<file path="src/rtl/delay_reg_pkg.sv">
// delay_reg_pkg: shared helpers for the variable delay register (clamp, fill width)
package delay_reg_pkg;
  function automatic int clamp_le(input logic [31:0] pos, input int depth);
    return (pos < 32'd1) ? 1 : (pos > 32'(depth)) ? depth : int'(pos);
  endfunction
  function automatic int fill_w(input int depth);
    return $clog2(depth + 1);
  endfunction
endpackage

</file>
<file path="src/rtl/delay_stage.sv">
// delay_stage: one chain stage with enable, insertion mux, flush and collision detect
module delay_stage #(
  parameter int WIDTH = 32
) (
  input  logic             clk,
  input  logic             reset,
  input  logic             en,
  input  logic             flush,
  input  logic             ins,
  input  logic [WIDTH-1:0] shift_data,
  input  logic             shift_valid,
  input  logic [WIDTH-1:0] ins_data,
  input  logic             ins_valid,
  output logic [WIDTH-1:0] data,
  output logic             valid,
  output logic             coll
);
  // a live beat arriving from upstream is lost when this stage is the insertion point
  assign coll = en & ins & shift_valid & ~flush;
  // take the inserted beat or the shifted one; flush kills only shifted valids
  always_ff @(posedge clk) begin
    if (!reset) begin
      data  <= '0;
      valid <= 1'b0;
    end else if (en) begin
      data  <= ins ? ins_data : shift_data;
      valid <= ins ? ins_valid : shift_valid & ~flush;
    end
  end
endmodule

</file>
<file path="src/rtl/delay_reg_var.sv">
// delay_reg_var: variable-depth delay chain with valid tagging; DELAY_REG_BYPASS_EN enables in_pos==0 bypass
module delay_reg_var
  import delay_reg_pkg::*;
#(
  parameter int DEPTH = 4,
  parameter int WIDTH = 32,
  parameter int POS_W = 8
) (
  input  logic                         clk,
  input  logic                         reset,
  input  logic                         en,
  input  logic                         flush,
  input  logic [WIDTH-1:0]             data_in,
  input  logic                         valid_in,
  input  logic [POS_W-1:0]             in_pos,
  output logic [WIDTH-1:0]             data_out,
  output logic                         valid_out,
  output logic [fill_w(DEPTH)-1:0]     fill,
  output logic                         drop_err
);
  localparam int FILL_W = fill_w(DEPTH);
  logic [WIDTH-1:0] d [DEPTH];
  logic [DEPTH-1:0] v, ins, coll;
  logic             bypass;
  int               le;
`ifdef DELAY_REG_BYPASS_EN
  assign bypass    = in_pos == '0;
  assign data_out  = bypass ? data_in : d[DEPTH-1];
  assign valid_out = bypass ? valid_in : v[DEPTH-1];
`else
  assign bypass    = 1'b0;
  assign data_out  = d[DEPTH-1];
  assign valid_out = v[DEPTH-1];
`endif
  // one-hot insertion point k = DEPTH - Le, suppressed in bypass
  always_comb begin
    le = clamp_le(32'(in_pos), DEPTH);
    for (int i = 0; i < DEPTH; i++) ins[i] = !bypass && (i == DEPTH - le);
  end
  // occupancy is the popcount of stage valids
  always_comb begin
    fill = '0;
    for (int i = 0; i < DEPTH; i++) fill = fill + FILL_W'(v[i]);
  end
  for (genvar i = 0; i < DEPTH; i++) begin : g_stage
    logic [WIDTH-1:0] sd;
    logic             sv;
    if (i == 0) begin : g_head
      assign sd = '0;
      assign sv = 1'b0;
    end else begin : g_tail
      assign sd = d[i-1];
      assign sv = v[i-1];
    end
    delay_stage #(.WIDTH(WIDTH)) u_stage (
      .clk(clk), .reset(reset), .en(en), .flush(flush), .ins(ins[i]),
      .shift_data(sd), .shift_valid(sv), .ins_data(data_in), .ins_valid(valid_in),
      .data(d[i]), .valid(v[i]), .coll(coll[i])
    );
  end
  // sticky overwrite flag, cleared only by reset
  always_ff @(posedge clk) begin
    if (!reset) drop_err <= 1'b0;
    else if (|coll) drop_err <= 1'b1;
  end
endmodule

</file>
<file path="config.mk">
export PLATFORM = sky130hd
export DESIGN_NAME = delay_reg_var
export DESIGN_NICKNAME = d
export VERILOG_FILES = /design/src/rtl/delay_reg_pkg.sv /design/src/rtl/delay_stage.sv /design/src/rtl/delay_reg_var.sv
export SDC_FILE = /design/constraint.sdc
export NUM_CORES = 1
export LEC_CHECK = 0
export ABC_AREA = 0
export CAP_MARGIN = 10
export CELL_PAD_IN_SITES_DETAIL_PLACEMENT = 1
export CELL_PAD_IN_SITES_GLOBAL_PLACEMENT = 1
export CORE_UTILIZATION = 38
export CTS_CLUSTER_DIAMETER = 100
export CTS_CLUSTER_SIZE = 28
export DETAILED_ROUTE_END_ITERATION = 8
export PLACE_DENSITY_LB_ADDON = 0.12
export SYNTH_ARGS = -nofsm -noshare
export SYNTH_HDL_FRONTEND = slang
export SYNTH_SLANG_ARGS = --single-unit
</file>
<file path="constraint.sdc">
create_clock -name clk -period 1.86 [get_ports clk]
set_clock_uncertainty 0.05 [all_clocks]
set_input_delay 0.279 -clock clk [delete_from_list [all_inputs] [get_ports clk]]
set_output_delay 0.279 -clock clk [all_outputs]
set_load 0.005 [all_outputs]
</file>
== Word level (Yosys, flattened, before mapping) ==
Index checks and enable logic that the tools add are counted.

* Output and inout bits: 37
* Bits in registers: 133
* Input port bits: 45
* Memory bits (read-only): 0
* Latch bits: 0
* Memories kept: 0
* Memory bits (writable): 0

* Bitwise operators: 13
* Mux-type cells: 10
* Reductions and logical operators: 2
* Magnitude comparators: 2
* $add $sub $neg: 4
* Equal/unequal tests: 3
* Shift-type cells: 0
* Multipliers: 0
* Divide/modulo/power cells: 0

{| class="wikitable"
|+ Operator list
! cell !! count
|-
| 32-bit 2-to-1 mux || 4
|-
| 32-bit zero test || 1
|-
| 3-bit by 9-bit == test with 1-bit output, first input constant || 2
|-
| 8-bit 2-to-1 mux || 2
|-
| 1-bit AND || 12
|-
| 2-bit by 9-bit == test with 1-bit output, first input constant || 1
|-
| 3-bit by 8-bit subtractor with 9-bit output, first input constant || 1
|-
| 8-bit by 3-bit > comparator with 1-bit output, second input constant || 1
|-
| 8-bit by 1-bit < comparator with 1-bit output, second input constant || 1
|-
| 1-bit 2-to-1 mux || 4
|-
| 2-bit by 1-bit adder with 3-bit output || 1
|-
| 3-bit by 1-bit adder with 3-bit output || 1
|-
| 3-bit OR reduction || 1
|-
| 1-bit by 1-bit adder with 2-bit output || 1
|-
| 1-bit NOT || 1
|}

== Depth between registers and ports, before layout ==
Gate-level depths: netlist of the first run.

* Word-level depth: 9
* Gate-level depth with buffers: 7

== Modules after synthesis ==
Synthesis of the first run repeated with hierarchy kept, for this count alone.

* Cells, all modules: 611
* Area total of the unflattened synthesis: 5814.3 sq um

{| class="wikitable"
|+ By module, submodules not included
! module !! area an instance (sq um) !! instances !! cells an instance
|-
| delay_stage || 1416.4 || 4 || 148
|-
| delay_reg_var || 148.9 || 1 || 19
|}

== Least setup slack after synthesis of the first run ==
OpenSTA, ideal clock, no wires.

* Path type: input to register
* From: in in_pos[1]
* To: reg g_stage[2].u_stage.data[23]
* Cell stages on the path: 6
* Arrival time: 1572 ps
* Path slack: 96 ps
* Buffers on the path: 3
* Data required time: 1668 ps
* Cells stage by stage: buf_2 > or4b_1 > clkbuf_1 > clkbuf_1 > nor4_1 > a311oi_1

* Longest elaborated chain between the ends: 6

{| class="wikitable"
|+ Ends and longest elaborated chain
! item !! line !! RTL
|-
| start: declaration || delay_reg_var.sv:15 || <nowiki>input logic [POS_W-1:0] in_pos,</nowiki>
|-
| 8-bit by 3-bit > comparator with 1-bit output || delay_reg_pkg.sv:4 || <nowiki>return (pos < 32'd1) ? 1 : (pos > 32'(depth)) ? depth : int'(pos);</nowiki>
|-
| 8-bit 2-to-1 mux || delay_reg_pkg.sv:4 ||
|-
| 8-bit 2-to-1 mux * || delay_reg_pkg.sv:4 ||
|-
| 3-bit by 8-bit subtractor with 9-bit output * || delay_reg_var.sv:38 || <nowiki>for (int i = 0; i < DEPTH; i++) ins[i] = !bypass && (i == DEPTH - le);</nowiki>
|-
| 3-bit by 9-bit == test with 1-bit output * || delay_reg_var.sv:38 ||
|-
| 32-bit 2-to-1 mux * || delay_stage.sv:26 || <nowiki>data <= ins ? ins_data : shift_data;</nowiki>
|-
| end signal: assignment || delay_stage.sv:26 ||
|-
| end: declaration || delay_stage.sv:14 || <nowiki>output logic [WIDTH-1:0] data,</nowiki>
|}

Mark *: on every way between the ends. The rest lies on a longest branch, timed or not.
A chain may end at the register's enable or synchronous reset.

== Worst setup path in the final report of the first run ==
* From: reg g_stage[3].u_stage.valid
* To: out fill[1]

* Longest elaborated chain between the ends: 1

{| class="wikitable"
|+ Ends and longest elaborated chain
! item !! line !! RTL
|-
| start: declaration || delay_stage.sv:15 || <nowiki>output logic valid,</nowiki>
|-
| start signal: assignment || delay_stage.sv:27 || <nowiki>valid <= ins ? ins_valid : shift_valid & ~flush;</nowiki>
|-
| 3-bit by 1-bit adder with 3-bit output || delay_reg_var.sv:43 || <nowiki>for (int i = 0; i < DEPTH; i++) fill = fill + FILL_W'(v[i]);</nowiki>
|-
| end: declaration || delay_reg_var.sv:18 || <nowiki>output logic [fill_w(DEPTH)-1:0] fill,</nowiki>
|}

Every way passes these cells.

==> key figures, run 1 <==
Synthesis
  • Cell taking the most area after synthesis: sky130_fd_sc_hd__dfxtp_1
  • Synth Warn #: 0
  • Fraction of the yosys area taken by sequential cells: 0.405
  • Post-Syn Instances: 791
  • Unique cell type count in the Yosys netlist: 34
  • Number of enable-type register cells in the synthesized netlist: 0
  • Biggest area contributors in the synthesized netlist: sky130_fd_sc_hd__dfxtp_1 40%, sky130_fd_sc_hd__a311oi_1 8.5%, sky130_fd_sc_hd__o21ai_0 7.5%, sky130_fd_sc_hd__nand2b_1 6.2%, sky130_fd_sc_hd__nor4_1 6.1%
  • Most frequently used flop master after synthesis: sky130_fd_sc_hd__dfxtp_1
  • Post-synth top area share: 0.405
  • Synthesized Nets: between 800 and 900
  • Share of async-settable or async-resettable flops after synthesis: 0
  • Count of state elements after synthesis: 133
  • Netlist Area Pre-Place: 6580 um2
  • Post-Syn Area per Cell: 8.32 um2

STA
  • Max Clock Freq: 446 MHz
  • Number of failing setup endpoints in the final timing report: 3
  • Final worst path period share: 1.21
  • Worst path setup slack after routing: -384 ps
  • Unrepaired setup endpoints after global routing: true
  • Setup total negative slack: -922 ps
  • Number of max-slew violations in the final report: 0
  • Max-slew headroom at the worst pin: 0.698
  • Slew @ Worst Pin: 452 ps
  • Final hold violation count: 0
  • Min Clock Period, post-route: 2240 ps

Power
  • Power per cell area: 881 nW/um2
  • Largest voltage drop on the vdd net: 0.725 mV
  • Leakage: 2.75 nW
  • Overall power: 7.60 mW

Drt
  • Routed wire length per instance: 20.3 um
  • Initial DRT Pass Iterations: 4
  • Sum of routed wire length over all layers: 21.7 mm
  • Vias per cell: 6.09
  • Post-detailed-route count of antenna-violating nets: 0
  • DRC violation total after the first TritonRoute iteration: 359
  • Count of vias placed by the detailed router: 6,512
  • # DRC: 0

Layout
  • Fraction of final layout cells with drive strength greater than 1: 0.148
  • Count of filler cells inserted in the layout: approximately 1,900
  • Final Net Count: 885
  • Final antenna diode count: 0
  • Final Non-Filler Cells: 1,070
  • Final Core Density: 0.514
  • Area growth from synthesis to layout: 31.0%

Setup path
  • Crit Path Category: reg2out
  • Category of the worst setup path launch point: flop
  • Cell type group with the largest total delay on the critical path: adder cells
  • Register-to-Register Setup Slack: roughly 670 ps
  • Kind of capture point of the worst setup path: primary output
  • Arrival time at the worst endpoint: 1910 ps
  • CP Data Required Time: 1530 ps
  • Biggest cell delay along the critical path: 560 ps
  • Number of buffers and inverters on the critical path: 3
  • Setup crit start: g_stage[3].u_stage.valid
  • Max Fanout on Critical Path: 2
  • Slowest cell on the critical path: sky130_fd_sc_hd__fa_1
  • CP Cell Sequence: inv_2, fa_1, inv_2, ha_4, ha_4, buf_6
  • Launch instance of the worst register-to-register path: g_stage[0].u_stage.valid

Clock network
  • Num CTS Buffers: 17
  • Hold_buf cts: 0
  • Register clock-pin slew on the reported worst setup and hold paths: 60 ps
  • Clock insertion delay at the later pin of the skew report: approximately 420 ps
  • Clock Path Buffers: 2
  • Root Driver: sky130_fd_sc_hd__clkbuf_16
  • TritonCTS clock tree: done
  • Number of sinks driven by the clock tree: 133
  • Count of H-tree levels built during CTS: 4

Floorplan
  • Floorplan row count: 47
  • Area enclosed by the die boundary: 17,800 um2
  • Vertical extent of the die: 134 um
  • Die Width: roughly 130 um
  • Starting utilization of the core area: 0.393
  • I/O pin total: 82
  • Core Footprint: 16,800 um2

Global route
  • Maximum number of pins on one net before global-route repair: 74
  • Number of global-route vias before repair: slightly below 7,000
  • First-pass GRT wire length: 35.5 mm
  • Overall overflow remaining after global route: 0
  • Combined global-route utilization of all metal layers: 0.250
  • Initial antenna violation count: 0

Place
  • Routability-driven placement congestion ratio: 0.768
  • Final HPWL from detailed placement: 12.9 mm
  • Port Buffer Count: 81
  • Number of placed cells counting well taps: 1,036

Run status
  • Violations in the final reports: setup timing
  • Outcome: finished with violations

Job
  • Max Cap Violations: 0

Worst hold path
  • Classification of the worst-slack hold path: in2reg
  • Startpoint of the most critical hold path: en
## sequential cells by signal, indices dropped and copies added (netlist names)
name / flops
g_stage.u_stage.data: 128
g_stage.u_stage.valid: 4
drop_err: 1
## per-layer routing
metal	wire length (um)	track usage	up-vias
li1	-	-	3086
met1	9580	0.310	3273
met3	788	0.0392	26
met2	11000	0.440	127
met4	321	0.0808	0
met5	0	0	-
## worst reg2reg max path: cells and delay by family (launching register included)
kind            cells  cell delay [ps]
compound gates      2              440
flops               1              330
buf+inv             3              280
## synthesized netlist by cell type (8+ instances only)
| cell type | count |
|---|---|
| sky130_fd_sc_hd__buf_1 | 8 |
| sky130_fd_sc_hd__o31ai_1 | 32 |
| sky130_fd_sc_hd__o211ai_1 | 33 |
| sky130_fd_sc_hd__o21ai_0 | 98 |
| sky130_fd_sc_hd__a311oi_1 | 64 |
| sky130_fd_sc_hd__clkbuf_1 | 90 |
| sky130_fd_sc_hd__dfxtp_1 | 133 |
| sky130_fd_sc_hd__nand4_1 | 34 |
| sky130_fd_sc_hd__a31oi_1 | 34 |
| sky130_fd_sc_hd__a21boi_0 | 32 |
| sky130_fd_sc_hd__inv_1 | 69 |
| sky130_fd_sc_hd__nand2b_1 | 65 |
| sky130_fd_sc_hd__nor4_1 | 64 |
## per-stage QoR
stage / hold slack [ps] / setup slack (ps) / area (um2)
2_1_floorplan: 394 / 96.0 / 6580
3_3_place_gp: 399 / -412 / 7810
3_5_place_dp: 409 / -522 / 7810
4_1_cts: 191 / -391 / 8520
5_1_grt: 221 / -434 / 8620
6_report: 212 / -384 / 8620
## final cells by class
class	instances	area, um2	area share
Multi-Input combinational cell	481	3390	0.393
Tap cell	220	275	0.0319
Timing Repair Buffer	134	1420	0.165
Clock buffer	19	453	0.0525
Clock inverter	13	156	0.0181
Inverter	70	263	0.0305
Sequential cell	133	2670	0.309
## report_power, final
group / leakage [nW] / switching [mW] / total, mW / internal (mW)
Clock: 0.287 / 1.33 / 3.49 / 2.17
Sequential: 1.10 / 0.0893 / 3.11 / 3.02
Combinational: 1.37 / 0.538 / 0.987 / 0.450
Total: 2.75 / 1.95 / 7.60 / 5.64
## cells by family after synthesis
kind of cell,after synthesis,share of synthesized area
AOI/OAI and AO/OA,299,0.310
adders and majority gates,3,0.00684
buffers and inverters,177,0.106
DFF,133,0.405
muxes,1,0.00152
and+or+nand+nor,178,0.171
## layout by cell type (no fill, tap or decap), types with 5 or more instances in the layout
cell type and n:
sky130_fd_sc_hd__nand4_1 34, sky130_fd_sc_hd__dfxtp_1 130, sky130_fd_sc_hd__buf_12 15, sky130_fd_sc_hd__o211ai_1 33
sky130_fd_sc_hd__o31ai_1 28, sky130_fd_sc_hd__inv_1 66, sky130_fd_sc_hd__buf_6 5, sky130_fd_sc_hd__buf_4 36
sky130_fd_sc_hd__a311oi_1 57, sky130_fd_sc_hd__a311oi_2 7, sky130_fd_sc_hd__a31oi_1 34, sky130_fd_sc_hd__clkinvlp_4 5
sky130_fd_sc_hd__nor4_1 56, sky130_fd_sc_hd__clkdlybuf4s50_1 74, sky130_fd_sc_hd__nor4_2 8, sky130_fd_sc_hd__clkbuf_16 17
sky130_fd_sc_hd__nand2b_1 65, sky130_fd_sc_hd__o21ai_0 98, sky130_fd_sc_hd__a21boi_0 32
## what timing repair did
action,4_1_cts,5_1_grt
buffers inserted,1,0
gates cloned,1,0
hold endpoints to repair,0,0
endpoints found under the setup margin,15,37
pin swaps,1,2
resized for setup,28,21
## final timing paths
kind                                                     to  cells after the start
worst min-delay path             g_stage[1].u_stage.data[1]                      2
worst max register to register     g_stage[1].u_stage.valid                      5
worst min register to register  g_stage[3].u_stage.data[10]                      2
worst max-delay path                                fill[1]                      6
Note: power is estimated with default switching activity, not from simulation.
==> inputs of run 2 (changes only) <==
--- a/config.mk
+++ b/config.mk
@@ -13,6 +13,7 @@
 export CTS_CLUSTER_DIAMETER = 100
 export CTS_CLUSTER_SIZE = 28
 export DETAILED_ROUTE_END_ITERATION = 8
+export HOLD_SLACK_MARGIN = 0.12
 export PLACE_DENSITY_LB_ADDON = 0.12
 export SYNTH_ARGS = -nofsm -noshare
 export SYNTH_HDL_FRONTEND = slang
==> results of run 2 <==
Same layout as run 1: the final DEF is identical, and so are final timing and power.
==> inputs of run 3 (changes only) <==
--- a/config.mk
+++ b/config.mk
@@ -6,15 +6,17 @@
 export NUM_CORES = 1
 export LEC_CHECK = 0
 export ABC_AREA = 0
+export ABC_CLOCK_PERIOD_IN_PS = 2720
 export CAP_MARGIN = 10
 export CELL_PAD_IN_SITES_DETAIL_PLACEMENT = 1
 export CELL_PAD_IN_SITES_GLOBAL_PLACEMENT = 1
-export CORE_UTILIZATION = 38
+export CORE_UTILIZATION = 40
 export CTS_CLUSTER_DIAMETER = 100
 export CTS_CLUSTER_SIZE = 28
 export DETAILED_ROUTE_END_ITERATION = 8
 export HOLD_SLACK_MARGIN = 0.12
 export PLACE_DENSITY_LB_ADDON = 0.12
+export RECOVER_POWER = 50
 export SYNTH_ARGS = -nofsm -noshare
 export SYNTH_HDL_FRONTEND = slang
 export SYNTH_SLANG_ARGS = --single-unit
==> constraint.sdc (replaced) <==
create_clock -name clk -period 2.72 [get_ports clk]
set_clock_uncertainty 0.05 [all_clocks]
set_input_delay 0.408 -clock clk [delete_from_list [all_inputs] [get_ports clk]]
set_output_delay 0.408 -clock clk [all_outputs]
set_load 0.005 [all_outputs]
==> run 3 against run 2 <==
  * The flow now finishes without violations
  * Non-clock buffer count shrank 29
  * Design area shrank 7.1%
  * Cell count shrank 3.2%
  * Largest power group unchanged
  * First-iteration DRC count shrank 1.1%
  * Hold slack gained 160 ps
  * Clock power shrank 38%
  * Clock-buffer cell count grew 9
  * Critical path type unchanged
==> key figures, run 3 (synthesis gave the netlist of run 1 again) <==
Job
  • Max Cap Violations: 0 (unchanged)

STA
  • Min Clock Period, post-route: 2650 ps
  • Worst path setup slack after routing: 65.6 ps (was -384 ps)
  • Max-slew headroom at the worst pin: 0.0604 (was 0.698)
  • Setup total negative slack: 0 ps (was -922 ps)
  • Slew @ Worst Pin: 1410 ps (was 452 ps)
  • Unrepaired setup endpoints after global routing: false (was true)
  • Final worst path period share: 0.976
  • Final hold violation count: 0 (unchanged)
  • Max Clock Freq: ~380 MHz
  • Number of max-slew violations in the final report: 0 (unchanged)
  • Number of failing setup endpoints in the final timing report: 0 (was 3)

Place
  • Port Buffer Count: 81 (unchanged)
  • Final HPWL from detailed placement: 11.7 mm (was 12.9 mm)
  • Worst slack at placement: 130 ps (was -522 ps)
  • Number of placed cells counting well taps: 1,005 (was 1,036)
  • Routability-driven placement congestion ratio: 0.748 (was 0.768)

Setup path
  • Arrival time at the worst endpoint: 2200 ps (was 1910 ps)
  • Capturing element of the worst setup path: fill[2] (was fill[1])
  • Crit Path Category: reg2out (unchanged)
  • Register-to-Register Setup Slack: 1590 ps (was 670 ps)
  • Setup crit start: g_stage[3].u_stage.valid (unchanged)
  • Max Fanout on Critical Path: 3 (was 2)
  • Category of the worst setup path launch point: flop (unchanged)
  • CP Data Required Time: 2260 ps (was 1530 ps)
  • Launch instance of the worst register-to-register path: g_stage[1].u_stage.valid (was g_stage[0].u_stage.valid)
  • Kind of capture point of the worst setup path: primary output (unchanged)
  • Capture point of the worst reg-to-reg path: drop_err (was g_stage[1].u_stage.valid)
  • Depth of the most critical reg-to-reg path: 3 (was 5)

Power
  • Power per cell area: 609 nW/um2 (was 881 nW/um2)
  • Portion of total power attributed to sequential cells: 0.436 (was 0.410)
  • Int Pwr: 3.64 mW (was 5.64 mW)
  • Net Sw Power: 1.24 mW (was 1.95 mW)
  • Switching Fraction: 0.253 (was 0.257)
  • Comb pwr share: 0.121 (was 0.130)
  • Portion of total power attributed to the clock network: 0.443 (was 0.460)
  • Largest voltage drop on the vdd net: 0.454 mV (was 0.725 mV)
  • Leakage: 2.60 nW (was 2.75 nW)

Global route
  • Combined global-route utilization of all metal layers: 0.249 (was 0.250)
  • Number of global-route vias before repair: 6,406 (was 6,837)
  • Overall overflow remaining after global route: 0 (unchanged)
  • First-pass GRT wire length: 33.1 mm (was 35.5 mm)
  • Maximum number of pins on one net before global-route repair: 132 (was 74)
  • Initial antenna violation count: 0 (unchanged)

Run status
  • Outcome: complete, no violations (was finished with violations)

Floorplan
  • Floorplan row count: 46 (was 47)
  • Starting utilization of the core area: 0.411 (was 0.393)
  • Die Width: 130 um (was 134 um)
  • I/O pin total: 82 (unchanged)
  • Core Footprint: 16,000 um2 (was 16,800 um2)
  • Area enclosed by the die boundary: 17,000 um2 (was 17,800 um2)
  • Vertical extent of the die: 130 um (was 134 um)

Layout
  • Area used by multi-input combinational logic: 3230 um2 (was 3390 um2)
  • Register bank with the most flops: g_stage.u_stage.data (unchanged)
  • Commonest non-fill, non-tap cells in the layout: 131 x sky130_fd_sc_hd__dfxtp_1, 98 x sky130_fd_sc_hd__o21ai_0, 69 x sky130_fd_sc_hd__inv_1, 65 x sky130_fd_sc_hd__nand2b_1 (was 130 x sky130_fd_sc_hd__dfxtp_1, 98 x sky130_fd_sc_hd__o21ai_0, 74 x sky130_fd_sc_hd__clkdlybuf4s50_1, 66 x sky130_fd_sc_hd__inv_1, 65 x sky130_fd_sc_hd__nand2b_1)
  • Final Net Count: 856 (was 885)
  • Fraction of final layout cells with drive strength greater than 1: 0.0720 (was 0.148)
  • Count of filler cells inserted in the layout: 1,904 (was 1,914)
  • Area growth from synthesis to layout: 21.8% (was 31.0%)
  • Commonest non-fill, non-tap cell in the layout: sky130_fd_sc_hd__dfxtp_1 (unchanged)
  • Largest registers in the final layout: g_stage.u_stage.data x128, g_stage.u_stage.valid x4, drop_err x1 (unchanged)
  • Largest register FFs: 128 (unchanged)
  • Sequential cell area: 2670 um2 (about the same)
  • Final Non-Filler Cells: 1,036 (was 1,070)
  • Final antenna diode count: 0 (unchanged)

Drt
  • Count of vias placed by the detailed router: 6,231 (was 6,512)
  • Post-detailed-route count of antenna-violating nets: 0 (unchanged)
  • # DRC: 0 (unchanged)
  • DRC violation total after the first TritonRoute iteration: 355 (was 359)
  • Initial DRT Pass Iterations: 4 (unchanged)
  • Sum of routed wire length over all layers: 20.4 mm (was 21.7 mm)
  • Vias per cell: 6.01 (was 6.09)
  • Routed wire length per instance: 19.7 um (was 20.3 um)

Clock network
  • Hold_buf cts: 0 (unchanged)
  • TritonCTS clock tree: done (unchanged)
  • Num CTS Buffers: 17 (unchanged)
  • Clock Path Buffers: 2 (unchanged)
  • Post-CTS setup repair buffer count: 0 (was 1)
  • Clock insertion delay at the later pin of the skew report: 420 ps (about the same)
  • Number of sinks driven by the clock tree: 133 (unchanged)
  • Count of H-tree levels built during CTS: 4 (unchanged)
  • Register clock-pin slew on the reported worst setup and hold paths: 60 ps (about the same)
  • Root Driver: sky130_fd_sc_hd__clkbuf_16 (unchanged)

Worst hold path
  • Classification of the worst-slack hold path: in2reg (unchanged)
-- run 3: changes by cell type in the layout (fill, tap and decap cells not counted), moves of 4 or more --
cell                              change
sky130_fd_sc_hd__a311oi_1             +7
sky130_fd_sc_hd__a311oi_2             -7
sky130_fd_sc_hd__buf_12              -10
sky130_fd_sc_hd__buf_4               -18
sky130_fd_sc_hd__buf_6                -4
sky130_fd_sc_hd__clkbuf_1             +6
sky130_fd_sc_hd__clkbuf_8             +5
sky130_fd_sc_hd__clkdlybuf4s50_1     -33
sky130_fd_sc_hd__clkinvlp_4           -5
sky130_fd_sc_hd__dlygate4sd3_1       +35
sky130_fd_sc_hd__nor4_1               +8
sky130_fd_sc_hd__nor4_2               -8
sky130_fd_sc_hd__o31ai_1              +4
sky130_fd_sc_hd__o31ai_2              -4
-- run 3: worst min path at each step --
stage                     cells past startpoint                           to  slack [ps]                         from
after floorplan                               2   g_stage[2].u_stage.data[0]         390   g_stage[1].u_stage.data[0]
after global placement                        2   g_stage[3].u_stage.data[5]         400   g_stage[2].u_stage.data[5]
after detailed placement                      2  g_stage[2].u_stage.data[10]         410  g_stage[1].u_stage.data[10]
after CTS                                     2     g_stage[0].u_stage.valid         350                        reset
after global routing                          2     g_stage[0].u_stage.valid         380                        reset
final                                         2     g_stage[0].u_stage.valid         370                        reset
-- run 3: through the flow --
stage	utilization	instance area (um2)	power, mW	hold slack, ps
floorplan	-	6580	2.50	394
global placement	0.468	7490	2.74	400
detailed placement	0.468	7490	2.77	409
CTS	0.503	8040	4.93	354
global route	0.501	8010	5.08	378
finish	0.501	8010	4.88	373
-- run 3: worst max-delay path, stage by stage (launching register included) --
cell,delay (ps)
sky130_fd_sc_hd__dfxtp_2,340
sky130_fd_sc_hd__inv_1,60
sky130_fd_sc_hd__fa_1,530
sky130_fd_sc_hd__inv_1,40
sky130_fd_sc_hd__ha_1,170
sky130_fd_sc_hd__ha_1,180
sky130_fd_sc_hd__clkdlybuf4s50_1,440
-- run 3: layer usage --
layer  share of wire  GRT usage
met1            0.46      0.307
met2            0.50      0.445
met5               0          0
met3           0.029     0.0398
met4           0.011     0.0718
-- run 3: layout make-up --
class / instances / area share
multi-input cells: 481 / 0.403
flip-flops and latches: 133 / 0.333
repair buffers: 105 / 0.129
clock buffers: 28 / 0.0670
well taps: 216 / 0.0337
inverters: 70 / 0.0328
clock inverters: 3 / 0.00187
-- run 3: power by group through the flow --
stage               combinational, mW  clock (mW)  sequential, mW
floorplan                       0.342           0            2.15
global placement                0.581           0            2.16
detailed placement              0.603           0            2.17
CTS                             0.607        2.20            2.13
global route                    0.649        2.29            2.14
finish                          0.589        2.16            2.13
-- run 3: timing repair --
| item | 4_1_cts | 5_1_grt |
|---|---|---|
| gates resized for setup | 2 | 1 |
| endpoints found under the setup margin | 2 | 1 |
| gates cloned | 0 | 0 |
